File: src/rtl/mem_stage.sv
// Memory-access pipeline stage: captures the execute result, extracts and extends
// load data from the synchronous SRAM, and forwards the result to write-back.
module mem_stage (
    input  logic        clk,
    input  logic        resetn,
    output logic        ms_allowin,
    input  logic        es_to_ms_valid,
    input  logic [38:0] es_rf_collect,
    input  logic [31:0] es_pc,
    input  logic [4:0]  es_mem_inst_bus,
    input  logic [31:0] data_sram_rdata,
    input  logic        ws_allowin,
    output logic        ms_to_ws_valid,
    output logic [69:0] ms_to_ws_bus,
    output logic [38:0] ms_rf_collect
);

    logic        ms_valid_q,  ms_valid_d;
    logic [38:0] collect_q,   collect_d;
    logic [31:0] pc_q,        pc_d;
    logic [4:0]  inst_q,      inst_d;
    logic        buf_valid_q, buf_valid_d;
    logic [31:0] buf_data_q,  buf_data_d;

    logic        res_from_mem;
    logic        rf_we;
    logic [4:0]  rf_waddr;
    logic [31:0] ex_result;
    logic        accept;
    logic        leave;
    logic [31:0] mem_word;
    logic [7:0]  byte_sel;
    logic [15:0] half_sel;
    logic [31:0] load_data;
    logic [31:0] final_result;

    assign res_from_mem = collect_q[38];
    assign rf_we        = collect_q[37];
    assign rf_waddr     = collect_q[36:32];
    assign ex_result    = collect_q[31:0];

    assign ms_allowin = ~ms_valid_q | ws_allowin;
    assign accept     = es_to_ms_valid & ms_allowin;
    assign leave      = ms_valid_q & ws_allowin;

    always_comb begin
        ms_valid_d  = ms_valid_q;
        collect_d   = collect_q;
        pc_d        = pc_q;
        inst_d      = inst_q;
        buf_valid_d = buf_valid_q;
        buf_data_d  = buf_data_q;

        if (ms_allowin) begin
            ms_valid_d = es_to_ms_valid;
        end
        if (accept) begin
            collect_d = es_rf_collect;
            pc_d      = es_pc;
            inst_d    = es_mem_inst_bus;
        end
        // SRAM data is only valid for one cycle; hold it while write-back stalls.
        // A departing or newly accepted instruction always releases the buffer.
        if (leave || accept) begin
            buf_valid_d = 1'b0;
        end else if (ms_valid_q && res_from_mem && !buf_valid_q && !ws_allowin) begin
            buf_valid_d = 1'b1;
            buf_data_d  = data_sram_rdata;
        end
    end

    always_ff @(posedge clk) begin
        if (!resetn) begin
            ms_valid_q  <= 1'b0;
            collect_q   <= '0;
            pc_q        <= '0;
            inst_q      <= '0;
            buf_valid_q <= 1'b0;
            buf_data_q  <= '0;
        end else begin
            ms_valid_q  <= ms_valid_d;
            collect_q   <= collect_d;
            pc_q        <= pc_d;
            inst_q      <= inst_d;
            buf_valid_q <= buf_valid_d;
            buf_data_q  <= buf_data_d;
        end
    end

    assign mem_word = buf_valid_q ? buf_data_q : data_sram_rdata;

    always_comb begin
        byte_sel = mem_word[7:0];
        case (ex_result[1:0])
            2'd0: byte_sel = mem_word[7:0];
            2'd1: byte_sel = mem_word[15:8];
            2'd2: byte_sel = mem_word[23:16];
            2'd3: byte_sel = mem_word[31:24];
            default: byte_sel = mem_word[7:0];
        endcase
        half_sel = ex_result[1] ? mem_word[31:16] : mem_word[15:0];

        if (inst_q[4]) begin
            load_data = mem_word;
        end else if (inst_q[3]) begin
            load_data = {{16{half_sel[15]}}, half_sel};
        end else if (inst_q[1]) begin
            load_data = {16'h0000, half_sel};
        end else if (inst_q[2]) begin
            load_data = {{24{byte_sel[7]}}, byte_sel};
        end else if (inst_q[0]) begin
            load_data = {24'h000000, byte_sel};
        end else begin
            load_data = mem_word;
        end
    end

    assign final_result = res_from_mem ? load_data : ex_result;

    assign ms_to_ws_valid = ms_valid_q;
    assign ms_to_ws_bus   = ms_valid_q ? {rf_we, rf_waddr, final_result, pc_q} : '0;
    assign ms_rf_collect  = {res_from_mem & ms_valid_q, rf_we & ms_valid_q, rf_waddr, final_result};

endmodule

File: config.mk
export PLATFORM = sky130hd
export DESIGN_NAME = mem_stage
export DESIGN_NICKNAME = d
export VERILOG_FILES = /design/src/rtl/mem_stage.sv
export SDC_FILE = /design/constraint.sdc
export NUM_CORES = 1
export LEC_CHECK = 0
export ABC_AREA = 1
export BUFFER_PORTS_ARGS = -buffer_cell sky130_fd_sc_hd__buf_2
export CAP_MARGIN = 20
export CORE_ASPECT_RATIO = 0.7
export CORE_UTILIZATION = 52
export CTS_BUF_LIST = sky130_fd_sc_hd__clkbuf_8
export CTS_CLUSTER_DIAMETER = 60
export DETAILED_ROUTE_END_ITERATION = 8
export HOLD_SLACK_MARGIN = 0.06
export PLACE_DENSITY = 0.82
export SLEW_MARGIN = 10
export SYNTH_ARGS = -nofsm -noshare
export SYNTH_HDL_FRONTEND = slang
export SYNTH_SLANG_ARGS = --single-unit
File: constraint.sdc
create_clock -name clk -period 1.8 [get_ports clk]
set_input_delay 0.18 -clock clk [delete_from_list [all_inputs] [get_ports clk]]
set_output_delay 0.18 -clock clk [all_outputs]
set_load 0.05 [all_outputs]
Word level (Yosys, flattened, before mapping)
Cells that the tools add are included.
{"block": "classes", "n_bitwise": 8, "n_reduce_logical": 9, "mux": 10, "eq_ne": 3}
{"op": "32-bit 2-to-1 mux", "n": 7}
{"op": "70-bit 2-to-1 mux", "n": 1}
{"op": "8-bit one-hot mux with 4 select lines", "n": 1}
{"op": "16-bit 2-to-1 mux", "n": 1}
{"op": "1-bit AND", "n": 4}
{"op": "2-bit == test, second input constant", "n": 2}
{"op": "1-bit logical AND", "n": 3}
{"op": "1-bit NOT", "n": 3}
{"op": "2-bit by 1-bit == test with 1-bit output, second input constant", "n": 1}
{"op": "1-bit logical NOT", "n": 2}
{"op": "2-bit logical NOT", "n": 1}
{"op": "2-bit AND reduction", "n": 1}
{"op": "2-bit OR reduction", "n": 1}
{"op": "1-bit logical OR", "n": 1}
{"op": "1-bit bitwise OR", "n": 1}
{"block": "word_totals", "word_cells": 36, "output_inout_bits": 111, "reg_bits": 110}

Longest topological paths before layout
Gate-level depths: netlist (run 1).
{"block": "logic_depth", "depth_word": 9, "depth_mapped": 13, "depth_no_buf": 11}

Least setup slack after synthesis (run 1)
OpenSTA, ideal clock, no wires.
{"block": "synth_timing", "path_kind": "register to output", "from": "register ms_valid_q (netlist: ms_to_ws_valid)", "to": "output port ms_to_ws_bus[53]", "arrival_ns": 1.952, "required_ns": 1.620, "stages_incl_launch_ff": 4, "slack_ns": -0.332, "cell_sequence": "dfxtp_1 -> inv_1 -> clkbuf_1 -> a21oi_1"}
{"block": "synth_between", "elab_chain_cells": 1}
{"element": "from (decl)", "line_no": "18", "text": "logic ms_valid_q, ms_valid_d;"}
{"element": "from (signal assigned)", "line_no": "81", "text": "ms_valid_q <= ms_valid_d;"}
{"element": "70-bit 2-to-1 mux", "line_no": "121", "text": "assign ms_to_ws_bus = ms_valid_q ? {rf_we, rf_waddr, final_result, pc_q} : '0;"}
{"element": "to (decl)", "line_no": "14", "text": "output logic [69:0] ms_to_ws_bus,"}
No other way between the ends.

Final worst setup path (run 1)
{"block": "layout_timing", "from": "register buf_valid_q", "to": "output port ms_rf_collect[13]"}
{"block": "layout_between", "elab_chain_cells": 7}
{"element": "from (decl)", "line_no": "22", "text": "logic buf_valid_q, buf_valid_d;"}
{"element": "from (signal assigned)", "line_no": "85", "text": "buf_valid_q <= buf_valid_d;"}
{"element": "32-bit 2-to-1 mux (*)", "line_no": "90", "text": "assign mem_word = buf_valid_q ? buf_data_q : data_sram_rdata;"}
{"element": "8-bit one-hot mux with 4 select lines / 32-bit 2-to-1 mux (equally long branches)", "line_no": "94, 111"}
{"element": "32-bit 2-to-1 mux", "line_no": "109", "text": "end else if (inst_q[2]) begin"}
{"element": "32-bit 2-to-1 mux", "line_no": "107", "text": "end else if (inst_q[1]) begin"}
{"element": "32-bit 2-to-1 mux", "line_no": "105", "text": "end else if (inst_q[3]) begin"}
{"element": "32-bit 2-to-1 mux (*)", "line_no": "103", "text": "if (inst_q[4]) begin"}
{"element": "32-bit 2-to-1 mux (*)", "line_no": "118", "text": "assign final_result = res_from_mem ? load_data : ex_result;"}
{"element": "to (decl)", "line_no": "15", "text": "output logic [38:0] ms_rf_collect"}
Mark *: on every way between the ends. The rest lies on a longest branch, timed or not.

==> results of run 1 <==
[metrics by stage]
step | setup WS (ns) | instances | total power [mW]
after floorplan | -0.0636 | 1053 | 4.31
after global placement | -0.154 | 1424 | 4.98
after detailed placement | -0.186 | 1424 | 5.00
after CTS | -0.472 | 1530 | 7.04
after global routing | -0.698 | 1540 | 7.62
final | -0.546 | 1540 | 7.38
[power groups by stage]
| stage | sequential, mW | combinational, mW | clock, mW |
|---|---|---|---|
| floorplan | 2.71 | 1.60 | 0 |
| global placement | 2.72 | 2.27 | 0 |
| detailed placement | 2.72 | 2.28 | 0 |
| CTS | 2.67 | 2.81 | 1.57 |
| global route | 2.70 | 3.27 | 1.65 |
| finish | 2.68 | 3.13 | 1.56 |
[cell families after synthesis]
group / after synthesis
AO/OA/AOI/OAI: 200
buffers and inverters: 166
flip-flops: 110
AND/OR/NAND/NOR: 577
[state kept, by name (all words and copies together) (netlist names)]
name,count
buf_data_q,32
ms_to_ws_valid,1
collect_q,39
buf_valid_q,1
pc_q,32
inst_q,5
[placed cells by master (no fill, tap or decap), types with 2 or more instances in the layout]
cell type	Yosys	routed
dfxtp_1	110	105
inv_2	4	15
nand3_2	6	16
clkinv_1	3	3
a21oi_2	9	14
inv_1	85	72
buf_8	2	27
buf_12	0	11
nor2_4	1	23
nand3_1	36	24
clkbuf_8	0	10
o21ai_2	1	5
nand2_2	16	93
inv_4	0	2
nand4_1	7	7
nor2_1	198	163
dlygate4sd3_1	0	80
a21oi_4	1	10
buf_4	6	59
nand3_4	0	2
nand2_1	310	213
a21oi_1	38	24
nor2_2	1	14
dfxtp_2	0	4
buf_2	12	158
inv_8	0	3
nand2_4	1	20
o21bai_1	7	7
clkbuf_16	0	3
clkinv_4	0	2
inv_6	1	2
buf_6	5	46
o21ai_1	0	5
o21ai_0	140	130
[layout make-up]
| type | count | area (um2) |
|---|---|---|
| sequential | 110 | 2210 |
| timing repair inverter | 1 | 8.76 |
| timing repair buffer | 385 | 3280 |
| clock buffer | 10 | 138 |
| inverter | 93 | 367 |
| clock inverter | 6 | 60.1 |
| antenna | 1 | 2.50 |
| multi-input combinational | 777 | 4180 |
| tap | 157 | 196 |
| fill | 607 | 1320 |
[worst min-delay path, delay by kind of cell]
family | cells | cell delay [ns]
AO/OA/AOI/OAI | 1 | 0.08
AND/OR/NAND/NOR | 1 | 0.09
buffers and inverters | 1 | 0.08
[how the worst max path moves through the flow]
stage                                   from                end
floorplan           buf_valid_q$_SDFFE_PP0P_   ms_to_ws_bus[38]
global route        buf_valid_q$_SDFFE_PP0P_   ms_to_ws_bus[37]
detailed placement  buf_valid_q$_SDFFE_PP0P_   ms_to_ws_bus[46]
CTS                 buf_valid_q$_SDFFE_PP0P_   ms_to_ws_bus[47]
global placement    buf_valid_q$_SDFFE_PP0P_   ms_to_ws_bus[46]
finish              buf_valid_q$_SDFFE_PP0P_  ms_rf_collect[13]
[per-layer routing]
metal / vias to the layer above / global-route usage / wire (um)
li1: 3933 / - / -
met2: 720 / 0.694 / 13400
met1: 3989 / 0.474 / 10300
met3: 185 / 0.116 / 3450
met5: - / 0 / 18
met4: 2 / 0.178 / 1560
[what timing repair did]
action                                  CTS  global route
buffers inserted                          7             5
hold buffers                             80             0
pin swaps                                23            35
endpoints found under the setup margin   64           135
cloned                                    3             4
gates resized for setup                 254           128
hold endpoints to repair                 80             0
==> key figures, run 1 <==
Logic synthesis
  – Largest cells by area after synthesis: dfxtp_1 (35%), nand2_1 (18%), nor2_1 (12%), o21ai_0 (11%), inv_1 (5.0%)
  – Cell with the most instances after synthesis: nand2_1
  – EDFF count, synth: 0
  – Area share of fa/ha/maj cells after synthesis: 0
  – Top_reg_cell synth: dfxtp_1
  – Library cells used by synthesis: 31
  – Number of synthesized register bits: 110
  – Fraction of the mapped netlist area in simple logic gates: 0.368
  – Area of the mapped netlist: 6330 um2
  – Gate Count Post-Synth: 1053
  – Number of warning messages in the yosys log: 0
  – Fraction of synthesis flops using an asynchronous set or reset pin: 0
  – Largest family of logic cells by synthesized area: simple AND/OR/NAND/NOR gates
  – Sequential fraction of the synthesis area: 0.348
  – Mean area per synthesized cell: 6.01 um2
  – Synthesized netlist net count: 1165
  – Top-area cell type share of the netlist area: 0.348
  – Post-synthesis share of cell area spent on xor and xnor gates: 0
  – Compound-gate portion of the synthesized area: 0.170
  – Multiplexer fraction of the synthesized cell area: 0
  – Dominant cell type by area after synthesis: dfxtp_1
  – Commonest cells in the synthesized netlist: nand2_1 (310), nor2_1 (198), o21ai_0 (140), dfxtp_1 (110), inv_1 (85)

Routing
  – Sum of routed wire length over all layers: 28.6 mm
  – Mean number of vias per cell: 5.73
  – Routed vias: 8829
  – Violation count after the first detailed-route iteration: 941
  – Routed length per instance: 18.6 um
  – Detail Route Antenna Nets: 0
  – DRT Pass-1 Iters: 8
  – DRC violation count after routing: 0

Layout
  – Final net count: 1489
  – Area Growth Syn to Fin: 64.9%
  – Layout cells sized above 1: 0.394
  – Non-Filler Cell Area, Final: 10400 um2
  – Final standard cell utilization of the core: 0.888

Clock network
  – Clock slew seen by the registers of the worst setup and hold paths: 0.11 ns
  – CTS H-Tree Depth: 3
  – CTS tree: done
  – Sink count of the clock tree: 110
  – Skew-Pair Late Insertion Delay: 0.39 ns
  – Longest Clk Path Bufs: 2
  – Clock buffer count from CTS: 9
  – Root Buffer Master: clkbuf_8

Floorplanning
  – Number of cell rows: 33
  – Die ar.: 12600 um2
  – Number of top-level pins: 223
  – Effective utilization at floorplan: 0.538
  – Vertical die dimension: 94.3 um
  – Area of the core region: 11800 um2
  – Die X: 134 um

Setup path
  – Worst reg2reg endpoint: buf_data_q[11]$_SDFFE_PN0P_
  – Setup slack on the worst flop-to-flop path: -0.03 ns
  – Startpoint of the most critical register-to-register path: buf_valid_q$_SDFFE_PP0P_
  – Worst Path Required: 1.62 ns
  – Slowest stage delay, CP: 0.37 ns
  – Levels on crit path: 14
  – Cell-by-cell trace of the critical path: buf_12, inv_12, nand2_4, nand3_4, nand2_2, nand3_2, nand2_4, nor2_4, buf_12, o21bai_1, nand2_1, nand2_2, inv_2, buf_8
  – Bufs and invs on worst path: 5
  – Element type at the critical path end: output pin
  – Worst R2R Path Depth: 10
  – Category of cells accounting for the largest share of critical-path delay: simple AND/OR/NAND/NOR gates
  – Critical setup path kind: register to output pin
  – Critical path startpoint category: register
  – Arrival time at the worst endpoint: 2.17 ns
  – Worst path slowest cell: dfxtp_4
  – Crit Path Max Fanout: 8

Min path
  – Worst Min Path Start: es_rf_collect[30]
  – WHS Endpoint: collect_q[30]$_SDFFE_PN0P_
  – Worst Hold Path Cells: 3
  – Path type of the worst min-delay path: input port to register

Place
  – Global placement routability congestion: 0.976
  – Placed cell area: 8030 um2
  – IO buf count: 222
  – Post-DP HPWL: 15.5 mm

Pwr
  – Switching share of power: 0.415
  – Share of total power in combinational logic: 0.424
  – Max IR drop VDD: 0.000520 V
  – Standby leakage power: 5.40 nW
  – Switching power total: 3.06 mW
  – Internal power consumption: 4.31 mW
  – Clk network pwr share: 0.212
  – Sequential group share of total power: 0.364
  – Power density cells: 706 nW/um2

Timing
  – Number of setup violations in the final report: 76
  – Slew margin rel.: 0.565
  – Maximum clock skew at final layout: 0.0130 ns
  – Highest clock frequency the design can meet: 0.426 GHz
  – Final-layout worst hold slack: 0.0652 ns
  – Setup_tns: -29.80 ns
  – Number of hold violations in the final report: 0
  – Slew of the pin with the lowest slew margin: 0.652 ns
  – Pins Over Slew Limit: 0
  – RSZ-0062 raised after global routing: yes
  – Part of the cycle the worst path needs: 1.30
  – Post-layout min period: 2.35 ns
  – Post-route worst setup slack: -0.546 ns

Run
  – Max-cap violation count: 0

Status
  – Outcome: finished, violations left
  – Violations in the final reports: setup timing

GRT
  – Number of global-route vias before repair: 7964
  – Number of antenna violations at the first check in global routing: 2
  – Maximum number of pins on one net before global-route repair: 63
  – Combined global-route utilization of all metal layers: 0.405
  – Remaining Overflow, GRT: 0
  – Global-route wire length before repair: 39.9 mm
Note: power is estimated with default switching activity, not from simulation.
==> inputs of run 2 (changes only) <==
--- a/config.mk
+++ b/config.mk
@@ -15,6 +15,7 @@
 export DETAILED_ROUTE_END_ITERATION = 8
 export HOLD_SLACK_MARGIN = 0.06
 export PLACE_DENSITY = 0.82
+export REMOVE_ABC_BUFFERS = 1
 export SLEW_MARGIN = 10
 export SYNTH_ARGS = -nofsm -noshare
 export SYNTH_HDL_FRONTEND = slang
==> run 2 against run 1 <==
- the run still ends with setup timing left
- non-clock buffer count decreased by 17
- combinational power decreased by 11%
- setup slack improved by 0.040 ns
- critical path depth decreased by 2
- largest power group unchanged
- die area unchanged
- largest cell class unchanged
- via count decreased by 6.5%
- sequential share of layout area increased by 1.6 points
- cell count decreased by 1.2%
- maximum frequency increased by 1.8%
- core utilization decreased by 6.3 points
- wire length decreased by 15%
- power decreased by 5.5%
==> key figures, run 2 (same netlist as run 1, synthesis figures left out) <==
Timing
  – Slew of the pin with the lowest slew margin: 0.526 ns (was 0.652 ns)
  – RSZ-0062 raised after global routing: yes (unchanged)
  – Number of hold violations in the final report: 0 (unchanged)
  – Slew margin rel.: 0.649 (was 0.565)
  – Highest clock frequency the design can meet: 0.434 GHz (was 0.426 GHz)
  – Post-layout min period: 2.31 ns (was 2.35 ns)
  – Pins Over Slew Limit: 0 (unchanged)
  – Post-route worst setup slack: -0.505 ns (was -0.546 ns)
  – Part of the cycle the worst path needs: 1.28 (was 1.30)
  – Maximum clock skew at final layout: 0.0119 ns (was 0.0130 ns)
  – Number of setup violations in the final report: 64 (was 76)

Layout
  – Layout Cells excl Fill: 1521 (was 1540)
  – Flip-flop count of the largest register, all copies and words added: 39 (unchanged)
  – Area Growth Syn to Fin: 53.3% (was 64.9%)
  – Highest-count cells in the layout ignoring fill and taps: nand2_1 (231), nor2_1 (193), buf_2 (158) (was nand2_1 (213), nor2_1 (163), buf_2 (158))
  – Layout cells sized above 1: 0.337 (was 0.394)
  – Largest regs: collect_q x39, buf_data_q x32, pc_q x32 (unchanged)
  – Largest register by flop count: collect_q (unchanged)
  – Antenna diodes: 0 (was 1)
  – Most frequent standard cell in the layout excluding fill and tap cells: nand2_1 (unchanged)
  – Final net count: 1471 (was 1489)

Floorplanning
  – Number of cell rows: 33 (unchanged)
  – Number of top-level pins: 223 (unchanged)
  – Die X: 134 um (unchanged)
  – Die ar.: 12600 um2 (unchanged)
  – Vertical die dimension: 94.3 um (unchanged)
  – Area of the core region: 11800 um2 (unchanged)
  – Effective utilization at floorplan: 0.538 (unchanged)

GRT
  – Maximum number of pins on one net before global-route repair: 57 (was 63)
  – Number of global-route vias before repair: 7490 (was 7964)
  – Number of antenna violations at the first check in global routing: 0 (was 2)
  – Global-route wire length before repair: 36.1 mm (was 39.9 mm)
  – Remaining Overflow, GRT: 0 (unchanged)
  – Combined global-route utilization of all metal layers: 0.361 (was 0.405)

Clock network
  – CTS H-Tree Depth: 3 (unchanged)
  – Clock buffer count from CTS: 9 (unchanged)
  – Skew-Pair Late Insertion Delay: 0.39 ns (about the same)
  – Sink count of the clock tree: 110 (unchanged)
  – Longest Clk Path Bufs: 2 (unchanged)
  – Root Buffer Master: clkbuf_8 (unchanged)
  – Clock slew seen by the registers of the worst setup and hold paths: 0.11 ns (about the same)
  – CTS tree: done (unchanged)

Status
  – Outcome: finished, violations left (unchanged)
  – Violations in the final reports: setup timing (unchanged)

Min path
  – Worst Hold Path Cells: 3 (unchanged)
  – Path type of the worst min-delay path: input port to register (unchanged)
  – WHS Endpoint: buf_data_q[28]$_SDFFE_PN0P_ (was collect_q[30]$_SDFFE_PN0P_)
  – Worst Min Path Start: data_sram_rdata[28] (was es_rf_collect[30])

Place
  – Worst-case setup slack after placement: -0.251 ns (was -0.186 ns)
  – IO buf count: 222 (unchanged)
  – Global placement routability congestion: 1.03 (was 0.976)
  – Placed cell count: 1422 (was 1424)
  – Post-DP HPWL: 13.9 mm (was 15.5 mm)

Pwr
  – Power density cells: 718 nW/um2 (was 706 nW/um2)
  – Overall Power: 6.97 mW (was 7.38 mW)
  – Standby leakage power: 5.17 nW (was 5.40 nW)
  – Max IR drop VDD: 0.000570 V (was 0.000520 V)

Setup path
  – Element type at the critical path end: output pin (unchanged)
  – Crit Path Max Fanout: 8 (unchanged)
  – Critical setup path kind: register to output pin (unchanged)
  – Worst Path Required: 1.62 ns (about the same)
  – Worst R2R Path Depth: 5 (was 10)
  – Startpoint of the most critical register-to-register path: ms_to_ws_valid$_SDFFE_PN0N_ (was buf_valid_q$_SDFFE_PP0P_)
  – Setup slack on the worst flop-to-flop path: 0.11 ns (was -0.03 ns)
  – Arrival time at the worst endpoint: 2.13 ns (was 2.17 ns)
  – Critical path startpoint category: register (unchanged)
  – Worst reg2reg endpoint: pc_q[24]$_SDFFE_PN0P_ (was buf_data_q[11]$_SDFFE_PN0P_)

Run
  – Max-cap violation count: 0 (unchanged)

Routing
  – DRC violation count after routing: 0 (unchanged)
  – Routed vias: 8255 (was 8829)
  – Detail Route Antenna Nets: 0 (unchanged)
  – Routed length per instance: 16.0 um (was 18.6 um)
  – DRT Pass-1 Iters: 7 (was 8)
  – Violation count after the first detailed-route iteration: 765 (was 941)
  – Sum of routed wire length over all layers: 24.3 mm (was 28.6 mm)
  – Mean number of vias per cell: 5.43 (was 5.73)
run 2: cell types whose count changed in the layout (fill, tap and decap cells not counted), sizes merged:
cell | previous run | this run
buf | 302 | 292
clkbuf | 13 | 11
clkinv | 5 | 6
clkinvlp | 0 | 2
diode | 1 | 0
dlygate4sd3 | 80 | 76
inv | 95 | 90
run 2: final cells by class:
| class | count | area (um2) |
|---|---|---|
| inverters | 93 | 364 |
| flip-flops and latches | 110 | 2210 |
| clock buffers | 11 | 151 |
| fillers | 751 | 2060 |
| well taps | 157 | 196 |
| clock inverters | 5 | 41.3 |
| multi-input cells | 777 | 3800 |
| repair buffers | 368 | 2940 |
run 2: worst max path at each step:
stage                                            from                        to  slack, ns
after CTS                    buf_valid_q$_SDFFE_PP0P_          ms_to_ws_bus[51]      -0.38
after global routing         buf_valid_q$_SDFFE_PP0P_          ms_to_ws_bus[39]      -0.57
after floorplan           ms_to_ws_valid$_SDFFE_PN0N_  buf_valid_q$_SDFFE_PP0P_      -2.57
after global placement       buf_valid_q$_SDFFE_PP0P_          ms_to_ws_bus[35]      -0.18
final                        buf_valid_q$_SDFFE_PP0P_          ms_to_ws_bus[39]      -0.51
after detailed placement     buf_valid_q$_SDFFE_PP0P_          ms_to_ws_bus[62]      -0.25
run 2: repair_timing:
action	CTS	global route
gates resized for setup	216	72
endpoints found under the hold margin	76	0
setup buffers	4	3
setup endpoints to repair	83	90
pin swaps	20	30
cloned	0	0
hold buffers	76	0
run 2: layer usage:
metal | vias to the layer above | track usage | routed length, um | share of wire
met5 | - | 0 | 0 | 0
met4 | 0 | 0.182 | 995 | 0.041
met3 | 106 | 0.0773 | 2310 | 0.095
met2 | 511 | 0.609 | 11300 | 0.47
met1 | 3745 | 0.438 | 9680 | 0.40
li1 | 3893 | - | - | -
run 2: through the flow:
stage / TNS [ns] / area (um2) / hold WS (ns) / util
after floorplan: -293.58 / 5960 / 0.315 / -
after global placement: -6.33 / 7830 / 0.417 / 0.665
after detailed placement: -9.43 / 7830 / 0.429 / 0.665
after CTS: -19.11 / 9440 / 0.0606 / 0.802
after global routing: -29.69 / 9710 / 0.0627 / 0.825
final: -24.67 / 9710 / 0.0661 / 0.825
run 2: power by group:
| part | switching, mW | internal, mW | total, mW | leakage [nW] |
|---|---|---|---|---|
| registers | 0.0862 | 2.59 | 2.67 | 0.908 |
| logic | 1.79 | 1.01 | 2.80 | 4.17 |
| clock network | 0.910 | 0.590 | 1.50 | 0.0922 |
run 2: critical path: stages (launching register included):
cell and delay [ns]:
dfxtp_4 0.44, nand2_1 0.14, nand3_4 0.12, nand2_2 0.05, nand3_2 0.09, nand2_4 0.09
buf_4 0.14, nor2_1 0.10, o21ai_1 0.07, nand2_1 0.09, nand2_1 0.09, nor2_1 0.14
buf_6 0.18
==> inputs of run 3 (changes only) <==
--- a/config.mk
+++ b/config.mk
@@ -6,8 +6,7 @@
 export NUM_CORES = 1
 export LEC_CHECK = 0
 export ABC_AREA = 1
-export BUFFER_PORTS_ARGS = -buffer_cell sky130_fd_sc_hd__buf_2
-export CAP_MARGIN = 20
+export BUFFER_PORTS_ARGS = -buffer_cell sky130_fd_sc_hd__buf_4
 export CORE_ASPECT_RATIO = 0.7
 export CORE_UTILIZATION = 52
 export CTS_BUF_LIST = sky130_fd_sc_hd__clkbuf_8
@@ -15,6 +14,7 @@
 export DETAILED_ROUTE_END_ITERATION = 8
 export HOLD_SLACK_MARGIN = 0.06
 export PLACE_DENSITY = 0.82
+export RECOVER_POWER = 50
 export REMOVE_ABC_BUFFERS = 1
 export SLEW_MARGIN = 10
 export SYNTH_ARGS = -nofsm -noshare
==> run 3 against run 2 <==
- the flow still finishes with violations (setup timing)
- register-to-register slack worse by 0.14 ns
- wire length is 5.5% higher
- flip-flop and latch count did not move
- cell count up 1.1%
- die area stayed put
- clock power rose by 22%
- core utilization is 5.7 points higher
- global-route usage is 0.28 points higher
- sequential share of layout area down 1.5 points
==> key figures, run 3 (same netlist as run 1, synthesis figures left out) <==
Layout
  – Largest register by flop count: collect_q (unchanged)
  – Largest regs: collect_q x39, buf_data_q x32, pc_q x32 (unchanged)
  – Most frequent standard cell in the layout excluding fill and tap cells: nand2_1 (unchanged)
  – Footprint of the multi-input gates: 3840 um2 (was 3800 um2)
  – Highest-count cells in the layout ignoring fill and taps: nand2_1 (239), buf_4 (216), nor2_1 (194) (was nand2_1 (231), nor2_1 (193), buf_2 (158))
  – Number of fillers in the final layout: 636 (was 751)
  – Non-Filler Cell Area, Final: 10400 um2 (was 9710 um2)
  – Area Growth Syn to Fin: 63.8% (was 53.3%)
  – Layout Cells excl Fill: 1538 (was 1521)
  – Antenna diodes: 0 (unchanged)
  – Final standard cell utilization of the core: 0.882 (was 0.825)
  – Seq. cell area: 2210 um2 (unchanged)
  – Final net count: 1488 (was 1471)
  – Flip-flop count of the largest register, all copies and words added: 39 (unchanged)
  – Layout cells sized above 1: 0.335 (was 0.337)

Floorplanning
  – Effective utilization at floorplan: 0.538 (unchanged)
  – Number of top-level pins: 223 (unchanged)
  – Area of the core region: 11800 um2 (unchanged)
  – Vertical die dimension: 94.3 um (unchanged)
  – Die X: 134 um (unchanged)
  – Die ar.: 12600 um2 (unchanged)
  – Number of cell rows: 33 (unchanged)

Pwr
  – Standby leakage power: 5.39 nW (was 5.17 nW)
  – Power density cells: 718 nW/um2 (about the same)
  – Overall Power: 7.45 mW (was 6.97 mW)
  – Max IR drop VDD: 0.000556 V (was 0.000570 V)

Min path
  – Worst Hold Path Cells: 3 (unchanged)
  – Path type of the worst min-delay path: input port to register (unchanged)

Place
  – Placed cell area: 8430 um2 (was 7830 um2)
  – Post-DP HPWL: 14.0 mm (was 13.9 mm)
  – Placed cell count: 1422 (unchanged)
  – IO buf count: 222 (unchanged)
  – Global placement routability congestion: 0.940 (was 1.03)

Routing
  – Mean number of vias per cell: 5.52 (was 5.43)
  – Routed vias: 8489 (was 8255)
  – DRC violation count after routing: 0 (unchanged)
  – Violation count after the first detailed-route iteration: 817 (was 765)
  – DRT Pass-1 Iters: 7 (unchanged)
  – Detail Route Antenna Nets: 0 (unchanged)
  – Sum of routed wire length over all layers: 25.6 mm (was 24.3 mm)
  – Routed length per instance: 16.7 um (was 16.0 um)

GRT
  – Combined global-route utilization of all metal layers: 0.364 (was 0.361)
  – Maximum number of pins on one net before global-route repair: 68 (was 57)
  – Number of global-route vias before repair: 7599 (was 7490)
  – Remaining Overflow, GRT: 0 (unchanged)
  – Number of antenna violations at the first check in global routing: 0 (unchanged)
  – Global-route wire length before repair: 36.9 mm (was 36.1 mm)

Timing
  – Post-route worst setup slack: -0.574 ns (was -0.505 ns)
  – Pins Over Slew Limit: 0 (unchanged)
  – Part of the cycle the worst path needs: 1.32 (was 1.28)
  – RSZ-0062 raised after global routing: yes (unchanged)
  – Highest clock frequency the design can meet: 0.421 GHz (was 0.434 GHz)
  – Slew margin rel.: 0.574 (was 0.649)
  – Number of hold violations in the final report: 0 (unchanged)
  – Final-layout worst hold slack: 0.0573 ns (was 0.0661 ns)
  – Number of setup violations in the final report: 65 (was 64)
  – Maximum clock skew at final layout: 0.0169 ns (was 0.0119 ns)
  – Post-layout min period: 2.37 ns (was 2.31 ns)
  – Slew of the pin with the lowest slew margin: 0.639 ns (was 0.526 ns)

Setup path
  – Arrival time at the worst endpoint: 2.19 ns (was 2.13 ns)
  – Setup slack on the worst flop-to-flop path: -0.03 ns (was 0.11 ns)
  – Crit Path Max Fanout: 7 (was 8)
  – Worst R2R Path Depth: 6 (was 5)
  – Critical setup path kind: register to output pin (unchanged)
  – Worst Path Required: 1.62 ns (about the same)
  – Critical path startpoint category: register (unchanged)
  – Element type at the critical path end: output pin (unchanged)

Clock network
  – Skew-Pair Late Insertion Delay: 0.39 ns (about the same)
  – Clock buffer count from CTS: 9 (unchanged)
  – Sink count of the clock tree: 110 (unchanged)
  – Clock slew seen by the registers of the worst setup and hold paths: 0.10 ns (was 0.11 ns)
  – CTS H-Tree Depth: 3 (unchanged)
  – Longest Clk Path Bufs: 2 (unchanged)
  – Root Buffer Master: clkbuf_8 (unchanged)
  – CTS tree: done (unchanged)

Run
  – Max-cap violation count: 0 (unchanged)

Status
  – Outcome: finished, violations left (unchanged)
  – Violations in the final reports: setup timing (unchanged)
==> run 3: cell count changes in the layout (fill, tap and decap cells not counted), sizes merged <==
cell         delta
bufinv          +3
clkbuf          +9
clkinv          -4
dlygate4sd3     +4
inv             +4
nand2           +1
==> run 3: where the power goes <==
part           internal (mW)  total (mW)  switching [mW]
Clock                  0.930        1.83           0.899
Sequential              2.59        2.68          0.0960
Combinational           1.12        2.94            1.81
==> run 3: path summary, 6_finish.rpt <==
check,endpoint,start
min reg2reg,collect_q[7]$_SDFFE_PN0P_,collect_q[7]$_SDFFE_PN0P_
max,ms_to_ws_bus[54],buf_valid_q$_SDFFE_PP0P_
max reg2reg,buf_valid_q$_SDFFE_PP0P_,buf_valid_q$_SDFFE_PP0P_
min,pc_q[23]$_SDFFE_PN0P_,es_pc[23]
==> run 3: repair_timing <==
action	in CTS	in global routing
endpoints found under the setup margin	64	103
hold buffers	80	0
gates resized for setup	88	135
gates cloned	2	3
pin swaps	10	40
buffers inserted	4	11
hold endpoints to repair	80	0
==> run 3: stage by stage <==
| step | setup TNS (ns) | setup WS [ns] |
|---|---|---|
| final | -27.66 | -0.574 |
| after global routing | -33.17 | -0.622 |
| after CTS | -23.34 | -0.472 |
| after detailed placement | -2.14 | -0.147 |
| after global placement | -0.867 | -0.105 |
| after floorplan | -293.58 | -2.57 |
==> run 3: routing by layer <==
| layer | routed length, um | track usage |
|---|---|---|
| met3 | 2510 | 0.0698 |
| met4 | 815 | 0.125 |
| met5 | 0 | 0 |
| met1 | 10000 | 0.461 |
| met2 | 12300 | 0.621 |
==> run 3: layout make-up <==
| cell class | count | share of cell area |
|---|---|---|
| repair inverters | 1 | 0.000844 |
| flip-flops and latches | 110 | 0.213 |
| multi-input cells | 778 | 0.370 |
| clock buffers | 9 | 0.0119 |
| repair buffers | 383 | 0.338 |
| clock inverters | 7 | 0.0115 |
| well taps | 157 | 0.0189 |
| inverters | 93 | 0.0353 |
==> run 3: critical path, cell delays in order (launching register included) <==
cell and delay (ns):
dfxtp_4 0.37, buf_12 0.15, inv_12 0.08, nand2_4 0.06
nand2_4 0.07, inv_2 0.04, o21ai_2 0.19, a21oi_4 0.12
clkbuf_16 0.18, nand2_1 0.08, nand2_2 0.09, a21oi_2 0.21
buf_6 0.19
